**src/rtl/cell_sequencer.sv**
```systemverilog
// cell_sequencer: steps a bit-serial cell array through one instruction.
// Each bit of the instruction takes five cycles: read operand A, read
// operand B (while the cells capture A), capture B, execute, write A back.
// All strobes and the address are registered so the cell array and the
// memory see glitch-free signals that change only on the clock edge.

module cell_sequencer (
    input  logic        clk,
    input  logic        rst,

    input  logic        instValid,
    output logic        instReady,
    input  logic [11:0] addrA,
    input  logic [11:0] addrB,
    input  logic [4:0]  len,
    input  logic [3:0]  flagR,
    input  logic [3:0]  flagW,
    input  logic [3:0]  flagC,
    input  logic        sense,
    input  logic [7:0]  memTruth,
    input  logic [7:0]  flagTruth,
    input  logic [1:0]  newsDir,

    output logic [3:0]  cFlagR,
    output logic [3:0]  cFlagW,
    output logic [3:0]  cFlagC,
    output logic        cSense,
    output logic [7:0]  cMemTruth,
    output logic [7:0]  cFlagTruth,
    output logic [1:0]  cNewsDir,

    output logic [11:0] memAddr,
    output logic        memRead,
    output logic        memWrite,
    output logic        capA,
    output logic        capB,
    output logic        latch,

    output logic        busy,
    output logic        done
);

    typedef enum logic [2:0] {
        IDLE = 3'd0,
        RDA  = 3'd1,
        RDB  = 3'd2,
        CAPB = 3'd3,
        EXEC = 3'd4,
        WRB  = 3'd5
    } state_t;

    // Sequencing state
    state_t      state_q,   state_d;
    logic [4:0]  bit_idx_q, bit_idx_d;

    // Held instruction fields
    logic [11:0] addr_a_q,     addr_a_d;
    logic [11:0] addr_b_q,     addr_b_d;
    logic [4:0]  len_q,        len_d;
    logic [3:0]  flag_r_q,     flag_r_d;
    logic [3:0]  flag_w_q,     flag_w_d;
    logic [3:0]  flag_c_q,     flag_c_d;
    logic        sense_q,      sense_d;
    logic [7:0]  mem_truth_q,  mem_truth_d;
    logic [7:0]  flag_truth_q, flag_truth_d;
    logic [1:0]  news_dir_q,   news_dir_d;

    // Registered outputs
    logic [11:0] mem_addr_q,  mem_addr_d;
    logic        mem_read_q,  mem_read_d;
    logic        mem_write_q, mem_write_d;
    logic        cap_a_q,     cap_a_d;
    logic        cap_b_q,     cap_b_d;
    logic        latch_q,     latch_d;
    logic        busy_q,      busy_d;
    logic        done_q,      done_d;

    // Helpers
    logic        accept;
    logic        zero_len_accept;
    logic        last_bit;
    logic [11:0] next_addr_a;
    logic [11:0] next_addr_b;

    // Ready is combinational so an instruction offered while reset is high
    // is never taken, even though the state already reads IDLE.
    assign instReady = (state_q == IDLE) && !rst;

    assign accept          = instValid && instReady;
    assign zero_len_accept = accept && (len == 5'd0);
    assign last_bit        = (bit_idx_q == (len_q - 5'd1));

    // Next state, bit index and field capture for the per-bit cycle walk.
    always_comb begin
        state_d      = state_q;
        bit_idx_d    = bit_idx_q;
        addr_a_d     = addr_a_q;
        addr_b_d     = addr_b_q;
        len_d        = len_q;
        flag_r_d     = flag_r_q;
        flag_w_d     = flag_w_q;
        flag_c_d     = flag_c_q;
        sense_d      = sense_q;
        mem_truth_d  = mem_truth_q;
        flag_truth_d = flag_truth_q;
        news_dir_d   = news_dir_q;

        unique case (state_q)
            IDLE: begin
                if (accept) begin
                    addr_a_d     = addrA;
                    addr_b_d     = addrB;
                    len_d        = len;
                    flag_r_d     = flagR;
                    flag_w_d     = flagW;
                    flag_c_d     = flagC;
                    sense_d      = sense;
                    mem_truth_d  = memTruth;
                    flag_truth_d = flagTruth;
                    news_dir_d   = newsDir;
                    bit_idx_d    = 5'd0;
                    state_d      = (len == 5'd0) ? IDLE : RDA;
                end
            end
            RDA:  state_d = RDB;
            RDB:  state_d = CAPB;
            CAPB: state_d = EXEC;
            EXEC: state_d = WRB;
            WRB: begin
                if (last_bit) begin
                    state_d = IDLE;
                end else begin
                    bit_idx_d = bit_idx_q + 5'd1;
                    state_d   = RDA;
                end
            end
            default: state_d = IDLE;
        endcase
    end

    // Operand addresses for the bit about to be processed; 12-bit adds wrap
    // naturally from 4095 to 0.
    always_comb begin
        next_addr_a = addr_a_d + {7'd0, bit_idx_d};
        next_addr_b = addr_b_d + {7'd0, bit_idx_d};
    end

    // Outputs are decoded from the state being entered so they appear
    // registered in the same cycle the state itself is current.
    always_comb begin
        mem_addr_d  = 12'd0;
        mem_read_d  = 1'b0;
        mem_write_d = 1'b0;
        cap_a_d     = 1'b0;
        cap_b_d     = 1'b0;
        latch_d     = 1'b0;
        done_d      = 1'b0;
        busy_d      = (state_d != IDLE);

        unique case (state_d)
            RDA: begin
                mem_read_d = 1'b1;
                mem_addr_d = next_addr_a;
            end
            RDB: begin
                mem_read_d = 1'b1;
                cap_a_d    = 1'b1;
                mem_addr_d = next_addr_b;
            end
            CAPB: begin
                cap_b_d = 1'b1;
            end
            EXEC: begin
                latch_d = 1'b1;
            end
            WRB: begin
                mem_write_d = 1'b1;
                mem_addr_d  = next_addr_a;
                done_d      = (bit_idx_d == (len_d - 5'd1));
            end
            default: begin
                done_d = zero_len_accept;
            end
        endcase
    end

    // Single state register for the whole sequencer; reset clears
    // everything including the held fields.
    always_ff @(posedge clk) begin
        if (rst) begin
            state_q      <= IDLE;
            bit_idx_q    <= 5'd0;
            addr_a_q     <= 12'd0;
            addr_b_q     <= 12'd0;
            len_q        <= 5'd0;
            flag_r_q     <= 4'd0;
            flag_w_q     <= 4'd0;
            flag_c_q     <= 4'd0;
            sense_q      <= 1'b0;
            mem_truth_q  <= 8'd0;
            flag_truth_q <= 8'd0;
            news_dir_q   <= 2'd0;
            mem_addr_q   <= 12'd0;
            mem_read_q   <= 1'b0;
            mem_write_q  <= 1'b0;
            cap_a_q      <= 1'b0;
            cap_b_q      <= 1'b0;
            latch_q      <= 1'b0;
            busy_q       <= 1'b0;
            done_q       <= 1'b0;
        end else begin
            state_q      <= state_d;
            bit_idx_q    <= bit_idx_d;
            addr_a_q     <= addr_a_d;
            addr_b_q     <= addr_b_d;
            len_q        <= len_d;
            flag_r_q     <= flag_r_d;
            flag_w_q     <= flag_w_d;
            flag_c_q     <= flag_c_d;
            sense_q      <= sense_d;
            mem_truth_q  <= mem_truth_d;
            flag_truth_q <= flag_truth_d;
            news_dir_q   <= news_dir_d;
            mem_addr_q   <= mem_addr_d;
            mem_read_q   <= mem_read_d;
            mem_write_q  <= mem_write_d;
            cap_a_q      <= cap_a_d;
            cap_b_q      <= cap_b_d;
            latch_q      <= latch_d;
            busy_q       <= busy_d;
            done_q       <= done_d;
        end
    end

    assign cFlagR     = flag_r_q;
    assign cFlagW     = flag_w_q;
    assign cFlagC     = flag_c_q;
    assign cSense     = sense_q;
    assign cMemTruth  = mem_truth_q;
    assign cFlagTruth = flag_truth_q;
    assign cNewsDir   = news_dir_q;

    assign memAddr  = mem_addr_q;
    assign memRead  = mem_read_q;
    assign memWrite = mem_write_q;
    assign capA     = cap_a_q;
    assign capB     = cap_b_q;
    assign latch    = latch_q;
    assign busy     = busy_q;
    assign done     = done_q;

    // The memory and cell strobes must never overlap.
    strobes_exclusive: assert property (@(posedge clk)
        $onehot0({mem_read_q, mem_write_q, cap_b_q, latch_q}));

    // busy mirrors the non-idle states exactly.
    busy_matches_state: assert property (@(posedge clk)
        busy_q == (state_q != IDLE));

endmodule
```
**config.mk**
```make
export PLATFORM = sky130hd
export DESIGN_NAME = cell_sequencer
export DESIGN_NICKNAME = d
export VERILOG_FILES = /design/src/rtl/cell_sequencer.sv
export SDC_FILE = /design/constraint.sdc
export NUM_CORES = 1
export LEC_CHECK = 0
export CAP_MARGIN = 20
export CELL_PAD_IN_SITES_DETAIL_PLACEMENT = 1
export CELL_PAD_IN_SITES_GLOBAL_PLACEMENT = 1
export CORE_MARGIN = 2
export CORE_UTILIZATION = 50
export DETAILED_ROUTE_END_ITERATION = 6
export DONT_BUFFER_PORTS = 1
export PLACE_DENSITY = 0.87
export SETUP_SLACK_MARGIN = 0.3
export SYNTH_ARGS = -nofsm -noshare
export SYNTH_HDL_FRONTEND = slang
export SYNTH_SLANG_ARGS = --single-unit
```
**constraint.sdc**
```tcl
create_clock -name clk -period 9.3 [get_ports clk]
set_input_delay 1.395 -clock clk [delete_from_list [all_inputs] [get_ports clk]]
set_output_delay 1.395 -clock clk [all_outputs]
set_load 0.1 [all_outputs]
```
==> impl_results.md <==
* Initial Utilization at 51.76%
* Clk pwr share at 31.7%
* Router iterations before antenna repair at 4
* Routed via count at 3201
* CTS root buf: clkbuf_8
* Die Wd at 93.67 µm
* Hold path cells at 2
* Initial antenna violation count at 0
* Die area at 8773 µm²
* CP max FO at 77
* Most common cell after layout, fill and taps aside: nand2_1
* Net Sw Frac at 36.28%
* CTS Buf Count at 9
* Reg power frac at 56.0%
* Number of nets in the layout at 519
* Via density per instance at 5.778
* Routed WL at 10.24 mm
* Total grt overflow at 0
* Ant diodes at 0
* Cell Pwr Density at 223.9 nW/µm²
* Post-CTS Hold Fix Bufs at 0
* Post-synth net total at 533
* DIE HEIGHT at 93.67 µm
* # rows at 32
* Seq/Total Area, Yosys at 43.32%
* Drt drc at 0
* Tot Pwr at 0.9680 mW
* Final Hold Viols at 0
* Worst-Margin Slew at 0.9931 ns
* DP HPWL at 7.419 mm
* Post-synth EDFFs at 0
* CTS resizes at 0
* Synthesis warning total at 0
* Core outline area at 7767 µm²
* CTS tree: yes
* Util after Layout at 55.67%
* Max transition margin at 33.70%
* Crit share post-route at 50.22%
* Layout Cells excl Fill at 554
* Worst Path Arrival at 4.87 ns
* Final setup violation count at 0
* Final RePlAce weighted congestion at 0.7848
* Fillers at 916
* Max Cap Viol at 0
* GRT Resource Usage Total at 23.58%
* Area growth from synthesis to layout at 7.563%
* Fmax at 214.1 MHz
* Clock sink count at 87
* Max clock buf depth at 2
* Crit path time final at 4.670 ns
* Reg2reg path depth at 13
* Avg Cell Area, Syn at 8.720 µm²
* Maximum VDD drop at 0.1340 mV
* Cell Area, Synth at 4020 µm²
* Netlist cell types at 52
* Yosys reg bits at 87
* Layout Skew at 0.009727 ns
* Leakage power total at 1.724 nW
* NetSw at 0.3512 mW
* Asr flop ratio synth at 0%
* Initial DRC Count at 118
* Fin. max-slew vios at 0
* I/O Buffers at 0
* Placement Cell Area at 4085 µm²
* I/O Pins at 114
* Critical Path End Type: flip-flop
* Detail Route Antenna Nets at 0
* Min-delay worst type: reg2reg
* Top FF cell, synth: dfxtp_1
* Critical Path RT at 9.50 ns
* Clk pin slew, worst setup/hold paths at 0.08 ns
* Largest net degree at the start of global routing at 78
* Placed cells at 538
* Worst Setup Path Type: in2reg
* First-pass GRT wire length at 16.15 mm
* Post-CTS setup buffers at 0
* RSZ-0062 raised after global routing: no
* Synthesized instance count at 461
* Fin Setup TNS at 0 ns
* H-Tree Depth at 3
* Routed wire per std cell at 18.48 µm
* R2R setup slack at 5.04 ns
* Vias in the first global route at 3234
* Status: finished clean
* Internal power at 0.6169 mW
* Gate power share at 12.3%
* Clock insertion delay at the later pin of the skew report at 0.35 ns
* Final Instance Area at 4324 µm²
* Startpoint Class: primary input
* Most frequent cells in the layout: nand2_1 (118), dfxtp_1 (87), a21oi_1 (37)
* Layout cells sized above 1 at 9.292%
## per-layer routing
layer  up-vias  global-route usage (%)  routed length, µm  share of wire (%)
met5         -                       0                  0                  0
met4         0                   7.971                159                1.6
met3        12                   6.100                567                5.5
met2        78                   42.69               5486                 54
met1      1567                   26.94               4025                 39
li1       1544                       -                  -                  -
## path summary, 6_finish.rpt
check,startpoint,end
worst min-delay path,addr_a_q[1],addr_a_q[1]
worst max register to register,state_q[2],memAddr[10]
worst max-delay path,rst,memAddr[10]
worst min register to register,addr_a_q[1],addr_a_q[1]
## worst max-delay path, cell delays in order
cell and delay [ns]:
nor4_4 0.35, nand2_2 0.42, buf_4 0.44, mux4_2 0.49, ha_1 0.23, fa_1 0.41, a21oi_1 0.17, nor2_1 0.07
o21a_1 0.18, o22ai_1 0.25, and4bb_1 0.26, xnor2_1 0.13, nor2_1 0.06
## area by class of cell
cell class / count / area, µm² / share of cell area [%]
tap: 102 / 127.6 / 2.951
multi-input combinational: 337 / 2140 / 49.48
clock buffer: 11 / 151.4 / 3.501
clock inverter: 5 / 87.58 / 2.025
inverter: 9 / 33.78 / 0.7812
sequential: 87 / 1742 / 40.28
timing repair buffer: 3 / 42.54 / 0.9838
## kinds of logic after synthesis
logic type | after synthesis | share of synthesized area, %
buffers and inverters | 37 | 3.766
DFF | 87 | 43.32
and+or+nand+nor | 223 | 27.17
adders and majority gates | 9 | 2.988
xor gates and xnor gates | 21 | 4.575
AOI/OAI and AO/OA | 69 | 11.02
muxes | 15 | 7.159
## synth_stat cells (2+ instances only)
cell,instances,area [µm²]
o21bai_1,3,22.52
o22ai_1,3,18.77
nand2_2,2,12.51
and3_1,3,18.77
a31oi_1,5,31.28
nand3b_1,32,240.2
buf_2,4,20.02
xor2_1,4,35.03
clkbuf_1,19,71.32
buf_1,4,15.01
dfxtp_1,87,1742
ha_1,8,100.1
inv_1,9,33.78
nor2_1,24,90.09
xnor2_1,17,148.9
nor3_1,7,35.03
a211oi_1,3,22.52
a21oi_1,37,185.2
nor2b_1,9,56.30
nor3b_1,3,22.52
or3_1,2,12.51
nand2_1,119,446.7
o21ai_0,5,25.02
or2_2,2,12.51
nand4_1,2,12.51
mux4_2,11,247.7
or4_1,2,15.01
mux2i_1,4,40.04
nand3_1,6,30.03
a21o_1,3,22.52
## metrics by stage
step	hold slack (ns)	setup WS (ns)
after global placement	0.4334	4.413
after global routing	0.4695	4.390
final	0.4548	4.630
after floorplan	0.4332	2.979
after CTS	0.4551	4.631
after detailed placement	0.4432	4.295
## flip-flops by register name (all words and copies together) (netlist names)
register    cells
len_q           5
latch           1
cSense          1
addr_b_q       12
cFlagC          4
memRead         1
cFlagR          4
busy            1
cMemTruth       8
capA            1
capB            1
state_q         3
memWrite        1
cFlagW          4
memAddr        12
cFlagTruth      8
bit_idx_q       5
addr_a_q       12
cNewsDir        2
done            1
## power groups by stage
stage | clock network [mW] | registers [mW] | logic (mW)
4_1_cts | 0.314 | 0.543 | 0.120
5_1_grt | 0.331 | 0.546 | 0.132
3_3_place_gp | 0 | 0.550 | 0.114
2_1_floorplan | 0 | 0.543 | 0.101
3_5_place_dp | 0 | 0.551 | 0.120
6_report | 0.307 | 0.542 | 0.119
No activity file was read; power rests on OpenSTA's default activity.
